### src/rtl/xintf_regbank_if.sv
// xintf_regbank_if: DSP external-interface bus (strobes, address, data pads).
// The DSP side drives the strobes/address/data-in; the register bank drives data-out and the pad enable.
`timescale 1ns/1ps
`default_nettype none

interface xintf_regbank_if #(
  parameter int ADDR_W = 20,
  parameter int DATA_W = 16
);
  logic              ren;
  logic              wen;
  logic [ADDR_W-1:0] xadd;
  logic [DATA_W-1:0] xdata_in;
  logic [DATA_W-1:0] xdata_out;
  logic              xdata_oe;

  modport master (
    output ren, wen, xadd, xdata_in,
    input  xdata_out, xdata_oe
  );

  modport slave (
    input  ren, wen, xadd, xdata_in,
    output xdata_out, xdata_oe
  );
endinterface

`default_nettype wire

### src/rtl/xintf_regbank.sv
// +--------------------------------------------------------------------------+
// | Module   : xintf_regbank                                                 |
// | Purpose  : DSP XINTF register bank; synchronised strobes, read channels  |
// |            snapshot to the pad, write channels with one-cycle pulses.    |
// | Options  : define XINTF_WR_READBACK_EN to allow reads of the WR window.  |
// | Revision : 1.0 - initial release                                         |
// +--------------------------------------------------------------------------+
`timescale 1ns/1ps
`default_nettype none

module xintf_regbank #(
  parameter int                NUM_RD  = 4,
  parameter int                NUM_WR  = 4,
  parameter int                DATA_W  = 16,
  parameter int                ADDR_W  = 20,
  parameter logic [ADDR_W-1:0] RD_BASE = 20'h0FC01,
  parameter logic [ADDR_W-1:0] WR_BASE = 20'h0FC05
) (
  input  wire logic                     clk,
  input  wire logic                     global_rst,
  xintf_regbank_if.slave                bus,
  input  wire logic [NUM_RD*DATA_W-1:0] rd_data,
  output logic      [NUM_WR*DATA_W-1:0] wr_data,
  output logic      [NUM_WR-1:0]        wr_pulse,
  output logic      [7:0]               bad_addr_cnt
);

  typedef enum logic [1:0] {
    S_IDLE = 2'd0,
    S_READ = 2'd1,
    S_HOLD = 2'd2
  } state_t;

  logic              r_ren_q1, r_ren_q2, r_ren_q3;
  logic              r_wen_q1, r_wen_q2, r_wen_q3;
  logic [ADDR_W-1:0] r_xadd_q1, r_xadd_q2, r_xadd_q3;
  logic [DATA_W-1:0] r_din_q1, r_din_q2, r_din_q3;
  logic [1:0]        r_settle;
  logic              r_wen_arm;

  state_t                    r_state;
  logic [DATA_W-1:0]         r_xdata_out;
  logic                      r_xdata_oe;
  logic [NUM_WR*DATA_W-1:0]  r_wr_data;
  logic [NUM_WR-1:0]         r_wr_pulse;
  logic [7:0]                r_bad_cnt;

  always_ff @(posedge clk) begin
    if (global_rst) begin
      r_ren_q1  <= 1'b1;  r_ren_q2  <= 1'b1;  r_ren_q3  <= 1'b1;
      r_wen_q1  <= 1'b1;  r_wen_q2  <= 1'b1;  r_wen_q3  <= 1'b1;
      r_xadd_q1 <= '0;    r_xadd_q2 <= '0;    r_xadd_q3 <= '0;
      r_din_q1  <= '0;    r_din_q2  <= '0;    r_din_q3  <= '0;
    end else begin
      r_ren_q1  <= bus.ren;      r_ren_q2  <= r_ren_q1;   r_ren_q3  <= r_ren_q2;
      r_wen_q1  <= bus.wen;      r_wen_q2  <= r_wen_q1;   r_wen_q3  <= r_wen_q2;
      r_xadd_q1 <= bus.xadd;     r_xadd_q2 <= r_xadd_q1;  r_xadd_q3 <= r_xadd_q2;
      r_din_q1  <= bus.xdata_in; r_din_q2  <= r_din_q1;   r_din_q3  <= r_din_q2;
    end
  end

  // Edges are ignored until all three stages hold real pin samples, and a write
  // only commits after wen has been seen idle-high, so a strobe already active at
  // reset release can never start a read or commit a write.
  always_ff @(posedge clk) begin
    if (global_rst) begin
      r_settle  <= 2'd0;
      r_wen_arm <= 1'b0;
    end else begin
      if (r_settle != 2'd3) r_settle <= r_settle + 2'd1;
      if (r_settle == 2'd3 && r_wen_q2) r_wen_arm <= 1'b1;
    end
  end

  logic w_rd_start, w_wr_commit;
  assign w_rd_start  = (r_settle == 2'd3) && r_ren_q3 && !r_ren_q2;
  assign w_wr_commit = r_wen_arm && !r_wen_q3 && r_wen_q2;

  logic [ADDR_W-1:0] w_rd_off, w_wr_off;
  logic              w_rd_hit, w_wr_hit;
  assign w_rd_off = r_xadd_q2 - RD_BASE;
  assign w_rd_hit = (r_xadd_q2 >= RD_BASE) && (w_rd_off < ADDR_W'(NUM_RD));
  assign w_wr_off = r_xadd_q3 - WR_BASE;
  assign w_wr_hit = (r_xadd_q3 >= WR_BASE) && (w_wr_off < ADDR_W'(NUM_WR));

  logic [DATA_W-1:0] w_rd_sel;
  always_comb begin
    w_rd_sel = '0;
    for (int k = 0; k < NUM_RD; k++) begin
      if (w_rd_off == ADDR_W'(k)) w_rd_sel = rd_data[k*DATA_W +: DATA_W];
    end
  end

  logic              w_rd_map;
  logic [DATA_W-1:0] w_rd_val;
`ifdef XINTF_WR_READBACK_EN
  logic [ADDR_W-1:0] w_rb_off;
  logic              w_rb_hit;
  logic [DATA_W-1:0] w_rb_sel;
  assign w_rb_off = r_xadd_q2 - WR_BASE;
  assign w_rb_hit = (r_xadd_q2 >= WR_BASE) && (w_rb_off < ADDR_W'(NUM_WR));
  always_comb begin
    w_rb_sel = '0;
    for (int k = 0; k < NUM_WR; k++) begin
      if (w_rb_off == ADDR_W'(k)) w_rb_sel = r_wr_data[k*DATA_W +: DATA_W];
    end
  end
  assign w_rd_map = w_rd_hit || w_rb_hit;
  assign w_rd_val = w_rd_hit ? w_rd_sel : w_rb_sel;
`else
  assign w_rd_map = w_rd_hit;
  assign w_rd_val = w_rd_sel;
`endif

  always_ff @(posedge clk) begin
    if (global_rst) begin
      r_state     <= S_IDLE;
      r_xdata_out <= '0;
      r_xdata_oe  <= 1'b0;
      r_wr_data   <= '0;
      r_wr_pulse  <= '0;
      r_bad_cnt   <= 8'd0;
    end else begin
      r_wr_pulse <= '0;
      case (r_state)
        S_IDLE: begin
          if (w_rd_start && w_rd_map) begin
            r_state     <= S_READ;
            r_xdata_out <= w_rd_val;
            r_xdata_oe  <= 1'b1;
          end
        end
        S_READ: begin
          if (r_ren_q2) begin
            r_state    <= S_IDLE;
            r_xdata_oe <= 1'b0;
          end else begin
            r_state <= S_HOLD;
          end
        end
        S_HOLD: begin
          if (r_ren_q2) begin
            r_state    <= S_IDLE;
            r_xdata_oe <= 1'b0;
          end
        end
        default: begin
          r_state    <= S_IDLE;
          r_xdata_oe <= 1'b0;
        end
      endcase

      if (w_rd_start && !w_rd_map && r_bad_cnt != 8'hFF) r_bad_cnt <= r_bad_cnt + 8'd1;

      // A read holding the bus (ren_q2 low) discards any concurrent write silently.
      if (w_wr_commit && r_ren_q2) begin
        if (w_wr_hit) begin
          for (int k = 0; k < NUM_WR; k++) begin
            if (w_wr_off == ADDR_W'(k)) begin
              r_wr_data[k*DATA_W +: DATA_W] <= r_din_q3;
              r_wr_pulse[k]                 <= 1'b1;
            end
          end
        end else if (r_bad_cnt != 8'hFF) begin
          r_bad_cnt <= r_bad_cnt + 8'd1;
        end
      end
    end
  end

  assign bus.xdata_out = r_xdata_out;
  assign bus.xdata_oe  = r_xdata_oe;
  assign wr_data       = r_wr_data;
  assign wr_pulse      = r_wr_pulse;
  assign bad_addr_cnt  = r_bad_cnt;

endmodule

`default_nettype wire

### src/flat_wrapper.sv
// flat-port wrapper written by rule: the top's interface ports become plain ports
module xintf_regbank_flat 
#(
  parameter int                NUM_RD  = 4,
  parameter int                NUM_WR  = 4,
  parameter int                DATA_W  = 16,
  parameter int                ADDR_W  = 20,
  parameter logic [ADDR_W-1:0] RD_BASE = 20'h0FC01,
  parameter logic [ADDR_W-1:0] WR_BASE = 20'h0FC05
)
  (clk, global_rst, rd_data, wr_data, wr_pulse, bad_addr_cnt, bus_ren, bus_wen, bus_xadd, bus_xdata_in, bus_xdata_out, bus_xdata_oe);
  xintf_regbank_if #(.ADDR_W(ADDR_W), .DATA_W(DATA_W)) bus_i ();
  input  wire logic clk;
  input  wire logic global_rst;
  input  wire logic [NUM_RD*DATA_W-1:0] rd_data;
  output logic      [NUM_WR*DATA_W-1:0] wr_data;
  output logic      [NUM_WR-1:0] wr_pulse;
  output logic      [7:0] bad_addr_cnt;
  input wire logic [$bits(bus_i.ren)-1:0] bus_ren;
  input wire logic [$bits(bus_i.wen)-1:0] bus_wen;
  input wire logic [$bits(bus_i.xadd)-1:0] bus_xadd;
  input wire logic [$bits(bus_i.xdata_in)-1:0] bus_xdata_in;
  output wire logic [$bits(bus_i.xdata_out)-1:0] bus_xdata_out;
  output wire logic [$bits(bus_i.xdata_oe)-1:0] bus_xdata_oe;
  assign bus_i.ren = bus_ren;
  assign bus_i.wen = bus_wen;
  assign bus_i.xadd = bus_xadd;
  assign bus_i.xdata_in = bus_xdata_in;
  assign bus_xdata_out = bus_i.xdata_out;
  assign bus_xdata_oe = bus_i.xdata_oe;
  xintf_regbank #(.NUM_RD(NUM_RD), .NUM_WR(NUM_WR), .DATA_W(DATA_W), .ADDR_W(ADDR_W), .RD_BASE(RD_BASE), .WR_BASE(WR_BASE)) u_core (.clk(clk), .global_rst(global_rst), .bus(bus_i), .rd_data(rd_data), .wr_data(wr_data), .wr_pulse(wr_pulse), .bad_addr_cnt(bad_addr_cnt));
endmodule
### config.mk
export PLATFORM = sky130hd
export DESIGN_NAME = xintf_regbank_flat
export DESIGN_NICKNAME = d
export VERILOG_FILES = /design/src/rtl/xintf_regbank_if.sv /design/src/rtl/xintf_regbank.sv /design/src/flat_wrapper.sv
export SDC_FILE = /design/constraint.sdc
export NUM_CORES = 1
export LEC_CHECK = 0
export BUFFER_PORTS_ARGS = -buffer_cell sky130_fd_sc_hd__buf_2
export CAP_MARGIN = 20
export CELL_PAD_IN_SITES_DETAIL_PLACEMENT = 1
export CELL_PAD_IN_SITES_GLOBAL_PLACEMENT = 2
export CORE_MARGIN = 2
export CORE_UTILIZATION = 36
export CTS_BUF_LIST = sky130_fd_sc_hd__clkbuf_8
export DETAILED_ROUTE_END_ITERATION = 10
export PLACE_DENSITY_LB_ADDON = 0.1
export SLEW_MARGIN = 25
export SYNTH_ARGS = -nofsm -noshare
export SYNTH_HDL_FRONTEND = slang
export SYNTH_SLANG_ARGS = --single-unit
### constraint.sdc
create_clock -name clk -period 4.7 [get_ports clk]
set_input_delay 0.235 -clock clk [delete_from_list [all_inputs] [get_ports clk]]
set_output_delay 0.235 -clock clk [all_outputs]
set_load 0.02 [all_outputs]
Word-level counts from Yosys, hierarchy flattened
Index checks and enable logic that the tools add are counted.

storage, ports and cells
  register bits after elaboration = 212
  input bits = 104
  word-level logic and storage cells = 92

operators by class
  add/sub/neg operators = 4
  order comparisons = 4
  equal/unequal tests = 14
  muxes and demuxes = 19
  bitwise logic cells = 2
  reductions and logical operators = 26

operators by type and width
  kind                                                                           count
  20-bit by 2-bit equality test with 1-bit output, second input constant         4
  16-bit 2-to-1 mux                                                              4
  20-bit by 1-bit equality test with 1-bit output, second input constant         2
  20-bit by 16-bit >= comparator with 1-bit output, second input constant        2
  20-bit zero test                                                               2
  20-bit by 3-bit less-than comparator with 1-bit output, second input constant  2
  20-bit by 16-bit subtractor with 20-bit output, second input constant          2
  8-bit 2-to-1 mux                                                               4
  3-bit AND reduction                                                            4
  1-bit logical AND                                                              11
  8-bit by 1-bit adder with 8-bit output, second input constant                  1
  8-bit inequality test, second input constant                                   1
  1-bit 2-to-1 mux                                                               6
  2-bit 2-to-1 mux                                                               3
  2-bit by 1-bit inequality test with 1-bit output, second input constant        3
  2-bit case mux with 3 select lines                                             1
  2-bit AND reduction                                                            3
  2-bit equality test, second input constant                                     2
  1-bit zero test                                                                3
  3-bit OR reduction                                                             1
  2-bit by 1-bit adder with 2-bit output, second input constant                  1
  2-bit by 1-bit equality test with 1-bit output, second input constant          1
  2-bit zero test                                                                1
  2-bit inequality test, second input constant                                   1
  3 further kinds                                                                4

Logic depth before layout (Yosys ltp)
Gate-level depths: netlist of the first run.

  depth in word-level cells = 10
  gate-level depth with buffers = 10

Least setup slack after synthesis of the first run
No wires, ideal clock.

  path type = reg-to-reg
  from = reg u_core.r_xadd_q2[5]
  to = reg u_core.r_bad_cnt[2], in the netlist u_core.bad_addr_cnt[2]
  setup time = 0.123 ns
  data arrival time = 2.239 ns
  required time = 4.577 ns
  slack = 2.337 ns
  cell stages (with the launch flop) = 8
  path buffers = 0
  clock period less this slack = 2.363 ns
  cell sequence = dfxtp_1 > or4_4 > nor2_2 > a31oi_1 > o311a_1 > a31o_2 > a211oi_1 > mux2_1

between the ends
  longest elaborated chain between the ends = 10

RTL lines
  what                                                    line                  source
  from (decl)                                             xintf_regbank.sv:36   logic [ADDR_W-1:0] r_xadd_q1, r_xadd_q2, r_xadd_q3;
  from (signal assigned)                                  xintf_regbank.sv:57   r_xadd_q1 <= bus.xadd; r_xadd_q2 <= r_xadd_q1; r_xadd_q3 <= r_xadd_q2;
  20-bit by 16-bit subtractor with 20-bit output          xintf_regbank.sv:81   assign w_rd_off = r_xadd_q2 - RD_BASE;
  20-bit by 3-bit less-than comparator with 1-bit output  xintf_regbank.sv:82   assign w_rd_hit = (r_xadd_q2 >= RD_BASE) && (w_rd_off < ADDR_W'(NUM_RD));
  1-bit logical AND (*)                                   xintf_regbank.sv:82
  1-bit zero test (*)                                     xintf_regbank.sv:153  if (w_rd_start && !w_rd_map && r_bad_cnt != 8'hFF) r_bad_cnt <= r_bad_cnt + 8'd1;
  1-bit logical AND (*) (2 in a row)                      xintf_regbank.sv:153
  8-bit 2-to-1 mux (*)                                    xintf_regbank.sv:153
  8-bit 2-to-1 mux                                        xintf_regbank.sv:164  end else if (r_bad_cnt != 8'hFF) begin
  8-bit 2-to-1 mux                                        xintf_regbank.sv:157  if (w_wr_hit) begin
  8-bit 2-to-1 mux (*)                                    xintf_regbank.sv:156  if (w_wr_commit && r_ren_q2) begin
  to (signal assigned)                                    xintf_regbank.sv:153
  to (signal assigned)                                    xintf_regbank.sv:165  r_bad_cnt <= r_bad_cnt + 8'd1;
  to (decl)                                               xintf_regbank.sv:46   logic [7:0] r_bad_cnt;

Every way passes the cells marked *; elsewhere a longest branch is shown, timed or not.
A chain may end at the register's enable or synchronous reset.

Worst setup path after layout of the first run
  from = reg u_core.r_xadd_q2[0]
  to = reg u_core.r_xdata_out[2], in the netlist u_core.bus.xdata_out[2]

between the ends
  longest elaborated chain between the ends = 6

RTL lines
  what                                                                                                    line                  source
  parallel branches: the longest is 6 deep, another holds 20-bit by 16-bit subtractor with 20-bit output  n/a
  to (signal assigned)                                                                                    xintf_regbank.sv:129  r_xdata_out <= w_rd_val;
  to (decl)                                                                                               xintf_regbank.sv:42   logic [DATA_W-1:0] r_xdata_out;

Several ways; the timed one is not identified.

==> run metrics, run 1 <==
Synth cell types=63; CP Data Arrival Time=around 3.4 ns; max-cap violations=0; number of global-route vias before repair=between 6,000 and 7,000; setup TNS=0 ns; Placed Cells=between 1,000 and 1,500; HPWL after DPL=13,900 µm; Hold EP=u_core.bus.xdata_out[10]; CTS resizes=0; Min-Delay Path Class=in -> reg; RSZ-0062 raised after global routing=false; first-pass GRT wire length=roughly 33,000 µm; Clock Path Buffers=3; Yosys reg bits=212; Synth Instances=roughly 810; endpoint class of the critical path=register; number of synthesized flops with an enable pin=0; Clock Sinks=roughly 210; multi-input logic area=roughly 3400 µm²; clock-pin slew on the worst setup and hold paths=~0.06 ns; worst-case vdd ir drop=between 0.00015 and 0.0002 V; final WL=approximately 20,000 µm; DR iter-0 viols=between 150 and 200; chip height=152 µm; CP max stage cell=dfxtp_1; Initial Util=36.4%; most frequent cells in the layout=dfxtp_1, buf_2, nor2b_1, nand2_1, a21oi_1; crit path time final=just under 3 ns; Core Area=between 20,000 and 25,000 µm²; f_max=336 MHz; Inserted Diodes=0; register area share after synthesis=53.7%; max-slew violations=0; Worst-Margin Slew=about 0.99 ns; Cell Area, Synth=slightly below 8000 µm²; DRC=0; FF-to-FF setup slack=1.72 ns; ys flop type=dfxtp_1; R2R depth=7; Period Utilization, post-route=63.3%; CTS tree=yes; worst-path fanout max=21; DRT Pass-1 Iters=4; final hold vios=0; Wirelength per Cell=roughly 15 µm; worst r2r src=u_core.r_xadd_q2[0]; crit-path leading delay family=simple AND/OR/NAND/NOR gates; syn nets=just over 900; fillers=roughly 2,500; setup violators final=0; CP Launch Point=u_core.r_xadd_q2[0]; Post-synth ARST share=0%; clock skew=approximately 0.011 ns; worst path required time=5.15 ns; worst path bufs/invs=0; Port Buffers=roughly 200; Chip Width=152 µm; Worst Hold Launch=rd_data[58]; clock latency on the worst-skew pair=between 0.5 and 0.6 ns; routed wire length on met2=9760 µm; DR WL met3=around 1300 µm; Final Instance Area=just over 10,000 µm²; total gr overflow=0; Placement Cell Area=9030 µm²; Rows=54; die area=around 23,000 µm²; Non-Filler Instances=between 1,000 and 1,500; routed vias/inst=4.67; largest net degree at the start of global routing=roughly 120; Hold Path Stages=4; Top Layer Used=met4; Lkg Pwr=around 4.4 nW; crit path kind=reg -> reg; met1 WL=9100 µm; Avg Synthesized Cell Area=9.79 µm²; most common cell after layout, fill and taps aside=dfxtp_1; I/O pins=about 200; power density cells=363 nW/µm²; nets=approximately 1,100; Post-DRT Antenna Nets=0; H-tree levels=2; clock buffer count from CTS=37; reg2reg end=u_core.bus.xdata_out[2]; Storage cell area=~4200 µm²; crit-path cells=nor3_4, a31o_2, a21boi_0, a221oi_2, nand3_1, nor3_1, mux2_2; synth-to-layout area growth=28.2%; CP max stage delay=approximately 0.97 ns; synthesis warning total=0; initial antenna violation count=0; root buf cell=clkbuf_8; Final GP Congestion=0.788; total track usage=between 10% and 20%; share of cells above drive strength 1=roughly 27%; Rel. slew slack=33.9%; DR vias=~6,200; Critical Path Start Type=register; status=finished clean
[logic make-up (layout without fill, tap and decap cells)]
family,after synthesis,count (layout),synth area share [%]
DFF,212,212,53.7
AOI/OAI and AO/OA,105,105,8.63
muxes,57,57,7.70
buffers and inverters,56,307,3.22
xor gates and xnor gates,5,5,0.554
adders and majority gates,5,5,0.792
and+or+nand+nor,367,367,25.4
[cells in the mapped netlist (all sizes together) (4+ instances only)]
master    n  area (µm²)
mux2i    27         270
nand3b    7        52.6
a221oi    9        85.1
a211oi    4        30.0
nand2   106         398
xnor2     4        35.0
and3      7        43.8
dfxtp   212        4240
a21oi    53         265
ha        5        62.6
inv       6        22.5
nor2     47         179
a22o      8        70.1
buf      11        85.1
mux2     30         338
nor2b   133         832
o21ai     8        40.0
clkbuf   39         146
or2       7        43.8
nor3     23         131
a22oi     8        60.1
nand3    11        67.6
[layer usage]
metal / GRT usage, % / vias to the layer above
li1: - / 3168
met1: 21.6 / 2864
met2: 30.0 / 188
met3: 4.72 / 24
met4: 3.96 / 0
met5: 0 / -
[report_power, final]
part | leakage (nW) | switching, mW | internal, mW
Sequential | 1.73 | 0.0299 | 1.84
Combinational | 2.27 | 0.0901 | 0.110
Clock | 0.425 | 0.706 | 0.895
Total | 4.42 | 0.826 | 2.85
[how the worst max path moves through the flow]
stage               depth (start not counted)                  endpoint  slack (ns)
floorplan                                   7    u_core.bad_addr_cnt[2]        2.34
global placement                            7  u_core.bus.xdata_out[15]        1.78
detailed placement                          7   u_core.bus.xdata_out[5]        1.70
CTS                                         7   u_core.bus.xdata_out[2]        1.68
global route                                7   u_core.bus.xdata_out[4]        1.36
finish                                      7   u_core.bus.xdata_out[2]        1.72
[worst register-to-register path, delay by kind of cell, from the launching register on]
kind               cells  cell delay, ns
and+or+nand+nor        3            1.02
DFF                    1            0.97
AOI/OAI and AO/OA      3            0.74
muxes                  1            0.19
[state kept, by name, indices dropped and copies added, names as in the netlist, 2 cells and up]
name                  flops
u_core.bad_addr_cnt       8
u_core.bus.xdata_out     16
u_core.r_din_q1          16
u_core.r_din_q2          16
u_core.r_din_q3          16
u_core.r_settle           2
u_core.r_state            2
u_core.r_xadd_q1         20
u_core.r_xadd_q2         20
u_core.r_xadd_q3         20
u_core.wr_data           64
u_core.wr_pulse           4
[what timing repair did]
action | 4_1_cts | 5_1_grt
endpoints found under the hold margin | 38 | 0
hold buffers | 38 | 0
setup buffers | 0 | 0
[through the flow]
stage	total power [mW]	hold slack [ns]	worst slack [ns]	util (%)
final	3.67	0.148	1.72	46.7
after global routing	3.85	0.177	1.36	46.7
after CTS	3.74	0.130	1.68	46.7
after detailed placement	2.09	0.402	1.70	41.6
after global placement	2.09	0.408	1.78	41.6
after floorplan	2.01	0.339	2.34	-
[layout make-up]
class,instances,area share (%)
Tap cell,280,3.46
Multi-Input combinational cell,539,33.6
Clock buffer,47,6.39
Clock inverter,17,0.704
Timing Repair Buffer,237,13.7
Sequential cell,212,41.9
Inverter,6,0.222
Note: power is estimated with default switching activity, not from simulation.
==> run 2, diff against run 1 <==
--- a/config.mk
+++ b/config.mk
@@ -10,7 +10,7 @@
 export CELL_PAD_IN_SITES_DETAIL_PLACEMENT = 1
 export CELL_PAD_IN_SITES_GLOBAL_PLACEMENT = 2
 export CORE_MARGIN = 2
-export CORE_UTILIZATION = 36
+export CORE_UTILIZATION = 30
 export CTS_BUF_LIST = sky130_fd_sc_hd__clkbuf_8
 export DETAILED_ROUTE_END_ITERATION = 10
 export PLACE_DENSITY_LB_ADDON = 0.1
==> constraint.sdc (replaced) <==
create_clock -name clk -period 2.55 [get_ports clk]
set_input_delay 0.1275 -clock clk [delete_from_list [all_inputs] [get_ports clk]]
set_output_delay 0.1275 -clock clk [all_outputs]
set_load 0.02 [all_outputs]
==> run 2 against run 1 <==
Compared with the run above:
- global-route usage is 2.5 points lower
- non-clock buffer count grew 27
- maximum frequency grew 19%
- critical path depth stayed put
- combinational power is 100% higher
- first-iteration DRC count is 33% higher
- cell count grew 6.1%
- register-to-register slack got worse by 1.7 ns
- clock power increased by 94%
- largest cell class unchanged
- highest routed layer unchanged
==> run metrics, run 2 (synthesis gave the netlist of run 1 again) <==
status=finished clean; FF-to-FF setup slack=0.04 ns (-1.68 ns); Chip Width=166 µm (+9.3%); total track usage=14.8% (-2.5 points); DR vias=6,391 (+2.4%); Crit path depth=7 (unchanged); worst path required time=2.93 ns (-2.22 ns); final WL=20,800 µm (+2.3%); Rel. slew slack=61.8% (+28 points); Inserted Diodes=0 (unchanged); GR Layer Usage met3=4.05% (-0.67 points); crit path kind=reg -> reg; CTS tree=yes; Critical Path Start Type=register; met2 usage=25.1% (-5.0 points); clock latency on the worst-skew pair=0.51 ns (about the same); Clock Path Buffers=3 (unchanged); crit-path leading delay family=simple AND/OR/NAND/NOR gates; Core Area=26,000 µm² (+20%); DR iter-0 viols=239 (+33%); number of global-route vias before repair=6,547 (+1.1%); synth-to-layout area growth=33.6%; DRC=0 (unchanged); H-tree levels=2 (unchanged); DRT Pass-1 Iters=4 (unchanged); gr busiest metal=met2; Hold Path Stages=4 (unchanged); most frequent cells in the layout=dfxtp_1, buf_2, nor2b_1, nand2_1, a21oi_1; R2R depth=7 (unchanged); Worst-Margin Slew=0.574 ns (-0.417 ns); root buf cell=clkbuf_8; Wirelength per Cell=14.7 µm (-3.6%); CP Data Arrival Time=2.90 ns (-0.53 ns); clock-pin slew on the worst setup and hold paths=0.06 ns (about the same); Min-Delay Path Class=in -> reg; total gr overflow=0 (unchanged); crit path time final=2.51 ns (-0.466 ns); initial antenna violation count=0 (unchanged); M1 GR Usage=18.9% (-2.7 points); worst-case vdd ir drop=0.000248 V (+51%); endpoint class of the critical path=register; CP max stage delay=0.57 ns (-0.40 ns); Rows=59 (+9.3%); RSZ-0062 raised after global routing=true; routed vias/inst=4.50 (-3.5%); max reg flops=64 (unchanged); max-cap violations=0 (unchanged); nets=1,170 (+2.5%); Clock Sinks=212 (unchanged); die area=27,600 µm² (+19%); first-pass GRT wire length=34,000 µm (+1.4%); largest net degree at the start of global routing=79 (-33%); Port Buffers=196 (unchanged); worst path bufs/invs=0 (unchanged); final setup margin=0.0399 ns (-1.68 ns); worst-path fanout max=4 (-81%); Post-DRT Antenna Nets=0 (unchanged); Final GP Congestion=0.731 (-7.2%); Period Utilization, post-route=98.4% (+35 points); Lkg Pwr=4.58 nW (+3.5%); power density cells=659 nW/µm² (+82%); f_max=398 MHz (+19%); crit-path cells=or4_4, nor2_4, a31oi_1, o311a_1, and4_4, o32ai_1, mux2_1; Pwr Total=6.96 mW (+89%); I/O pins=197 (unchanged); share of cells above drive strength 1=29.8% (+3.0 points); clock buffer count from CTS=38 (+2.7%); setup violators final=0 (unchanged); Place WS=-0.0431 ns (-1.75 ns); CP max stage cell=or4_4; most common cell after layout, fill and taps aside=dfxtp_1; clock skew=0.0173 ns (+0.00598 ns); chip height=166 µm (+9.3%); max-slew violations=0 (unchanged); HPWL after DPL=14,200 µm (+2.2%); final hold vios=0 (unchanged); Initial Util=30.4% (-6.0 points)
[run 2: cell count changes in the layout (fill, tap and decap cells not counted), sizes merged]
cell / delta
buf: +27
inv: -4
bufinv: +1
clkbuf: +1
clkinv: +1
[run 2: what timing repair did]
| item | 4_1_cts | 5_1_grt |
|---|---|---|
| endpoints found under the hold margin | 38 | 0 |
| endpoints found under the setup margin | 12 | 62 |
| buffers inserted | 0 | 6 |
| pin swaps | 1 | 9 |
| resized for setup | 1 | 13 |
| hold buffers | 38 | 0 |
[run 2: final timing paths]
| kind | startpoint | to |
|---|---|---|
| max | u_core.r_xadd_q2[5] | u_core.bad_addr_cnt[7] |
| min | rd_data[10] | u_core.bus.xdata_out[10] |
| max reg2reg | u_core.r_xadd_q2[5] | u_core.bad_addr_cnt[7] |
| min reg2reg | u_core.r_wen_q1 | u_core.r_wen_q2 |
[run 2: layout make-up]
type / count / area, µm²
Sequential cell: 212 / 4250
Inverter: 6 / 22.5
Timing Repair Buffer: 264 / 1640
Clock buffer: 48 / 661
Fill cell: 3033 / 15400
Clock inverter: 15 / 91.3
Multi-Input combinational cell: 539 / 3480
Tap cell: 335 / 419
[run 2: power by group]
group	total, mW	switching (mW)	internal (mW)
registers	3.44	0.0460	3.40
clock network	3.11	1.32	1.78
logic	0.408	0.184	0.224
total	6.96	1.55	5.40
[run 2: stage by stage]
| stage | instances | utilization [%] | setup TNS, ns | hold slack, ns | instance area (µm²) |
|---|---|---|---|---|---|
| global route | 1419 | 40.6 | -0.221 | 0.0812 | 10600 |
| CTS | 1413 | 40.2 | 0 | 0.0295 | 10400 |
| global placement | 1312 | 35.8 | -0.323 | 0.335 | 9310 |
| finish | 1419 | 40.6 | 0 | 0.0566 | 10600 |
| floorplan | 807 | - | 0 | 0.231 | 7900 |
| detailed placement | 1312 | 35.8 | -0.0792 | 0.335 | 9310 |
[run 2: routing by layer]
layer  share of wire (%)  vias up  routed length [µm]
met5                   0        -                   0
li1                    -     3223                   -
met2                  47      187                9790
met3                 6.3       29                1310
met4                 1.4        0                 293
met1                  45     2952                9410
[run 2: worst min-delay path: cells and delay by family]
kind	cells	cell delay, ns
AO/OA/AOI/OAI	1	0.06
buffers and inverters	1	0.08
multiplexers	1	0.14
AND/OR/NAND/NOR	1	0.12
==> run 3, diff against run 2 <==
--- a/config.mk
+++ b/config.mk
@@ -14,6 +14,7 @@
 export CTS_BUF_LIST = sky130_fd_sc_hd__clkbuf_8
 export DETAILED_ROUTE_END_ITERATION = 10
 export PLACE_DENSITY_LB_ADDON = 0.1
+export REMOVE_ABC_BUFFERS = 1
 export SLEW_MARGIN = 25
 export SYNTH_ARGS = -nofsm -noshare
 export SYNTH_HDL_FRONTEND = slang
==> run 3 against run 2 <==
Compared with the run above:
- hold slack lost 0.0071 ns
- first-iteration DRC count shrank 26%
- clock power grew 6%
- largest cell class unchanged
- global-route usage grew 0.78 points
==> run metrics, run 3 (synthesis gave the netlist of run 1 again) <==
share of cells above drive strength 1=31.1% (+1.3 points); final WL=21,500 µm (+3.5%); Initial Util=30.4% (unchanged); initial antenna violation count=0 (unchanged); reg2reg end=u_core.bad_addr_cnt[5]; power density cells=666 nW/µm² (+1.1%); clock buffer count from CTS=39 (+2.6%); worst path bufs/invs=0 (unchanged); worst-path fanout max=7 (+3); f_max=401 MHz (+0.73%); Worst Hold Launch=rd_data[3]; RSZ-0062 raised after global routing=true; crit-path cells=or4_4, nor2_2, a31oi_1, o311a_1, a31o_4, a211oi_2, mux2_1; endpoint class of the critical path=register; Chip Width=166 µm (unchanged); Post-DRT Antenna Nets=0 (unchanged); HPWL after DPL=15,000 µm (+5.4%); DRC=0 (unchanged); status=finished clean; Pwr Total=7.15 mW (+2.8%); final hold vios=0 (unchanged); Worst-Margin Slew=0.625 ns (+0.0510 ns); synth-to-layout area growth=36.0%; Period Utilization, post-route=97.7% (-0.71 points); CP Data Arrival Time=2.88 ns (-0.02 ns); die area=27,600 µm² (unchanged); final setup margin=0.0581 ns (+0.0182 ns); root buf cell=clkbuf_8; Final GP Congestion=0.765 (+4.5%); Rel. slew slack=58.3% (-3.5 points); largest net degree at the start of global routing=81 (+2.5%); Placed Cells=1,325 (+0.99%); total gr overflow=0 (unchanged); worst-case vdd ir drop=0.000408 V (+64%); routed vias/inst=4.53 (+0.51%); setup TNS=0 ns (unchanged); max reg flops=64 (unchanged); worst path required time=2.94 ns (about the same); hold slack=0.0495 ns (-0.00714 ns); total track usage=15.6% (+0.78 points); setup violators final=0 (unchanged); Clock Path Buffers=3 (unchanged); chip height=166 µm (unchanged); most frequent cells in the layout=dfxtp_1, buf_2, nor2b_1, nand2_1, clkbuf_8; max-slew violations=0 (unchanged); R2R depth=7 (unchanged); worst r2r src=u_core.r_xadd_q2[5]; DRT Pass-1 Iters=4 (unchanged); clock latency on the worst-skew pair=0.52 ns (about the same); number of global-route vias before repair=6,811 (+4.0%); Place WS=-0.0525 ns (-0.00941 ns); max-cap violations=0 (unchanged); Wirelength per Cell=15.0 µm (+2.0%); crit-path leading delay family=compound AO/OA/AOI/OAI gates; FF-to-FF setup slack=0.06 ns (+0.02 ns); DR vias=6,514 (+1.9%); clock-pin slew on the worst setup and hold paths=0.06 ns (about the same); Hold EP=u_core.bus.xdata_out[3]; Clock Sinks=212 (unchanged); clock skew=0.0134 ns (-0.00387 ns); CTS tree=yes; Hold Path Stages=4 (unchanged); H-tree levels=2 (unchanged); Rows=59 (unchanged); crit path time final=2.49 ns (-0.0182 ns); first-pass GRT wire length=35,400 µm (+4.2%); Critical Path Start Type=register; Lkg Pwr=4.69 nW (+2.5%); Non-Filler Instances=1,439 (+1.4%); CP max stage cell=or4_4; crit path kind=reg -> reg; DR iter-0 viols=178 (-26%); nets=1,185 (+1.3%); most common cell after layout, fill and taps aside=dfxtp_1; Inserted Diodes=0 (unchanged); Min-Delay Path Class=in -> reg; Core Area=26,000 µm² (unchanged); CP max stage delay=0.55 ns (-0.02 ns); Port Buffers=196 (unchanged); I/O pins=197 (unchanged)
-- run 3: what timing repair did --
action	CTS	global route
buffers inserted	0	5
setup endpoints to repair	6	70
resized for setup	1	12
endpoints found under the hold margin	39	0
pin swaps	0	3
hold buffers	40	0
-- run 3: metrics by stage --
stage | instance area, µm² | utilization [%]
after CTS | 10600 | 40.9
after floorplan | 7670 | -
after detailed placement | 9390 | 36.1
final | 10700 | 41.3
after global routing | 10700 | 41.3
after global placement | 9390 | 36.1
-- run 3: where the power goes --
group / total, mW / internal, mW / switching [mW]
logic: 0.413 / 0.226 / 0.187
registers: 3.44 / 3.40 / 0.0411
clock network: 3.30 / 1.94 / 1.36
total: 7.15 / 5.56 / 1.59
-- run 3: cell type report --
class / count / area [µm²]
fillers: 3001 / 15200
flip-flops and latches: 212 / 4240
multi-input cells: 539 / 3470
repair buffers: 278 / 1760
clock buffers: 56 / 771
well taps: 335 / 419
clock inverters: 13 / 61.3
inverters: 6 / 22.5
-- run 3: worst max path at each step --
stage | start | endpoint | slack (ns) | cells after the start
2_1_floorplan | u_core.r_xadd_q2[0] | u_core.bus.xdata_out[0] | 0.04 | 7
5_1_grt | u_core.r_xadd_q2[5] | u_core.bad_addr_cnt[2] | -0.03 | 7
6_report | u_core.r_xadd_q2[5] | u_core.bad_addr_cnt[5] | 0.06 | 7
3_3_place_gp | u_core.r_xadd_q2[4] | u_core.r_state[1] | -0.02 | 7
4_1_cts | u_core.r_xadd_q2[5] | u_core.bad_addr_cnt[4] | 0.01 | 7
3_5_place_dp | u_core.r_xadd_q2[5] | u_core.r_state[1] | -0.05 | 7
-- run 3: tightest hold or removal path, stage by stage --
cell      delay [ns]
buf_2           0.08
a221oi_1        0.07
nor3_1          0.11
mux2_1          0.14
-- run 3: routing by layer --
layer / vias up / wire length (µm) / GRT usage [%]
met2: 134 / 10500 / 26.9
met1: 3078 / 9570 / 19.4
li1: 3255 / - / -
met4: 0 / 556 / 5.40
met5: - / 0 / 0
met3: 47 / 930 / 3.31
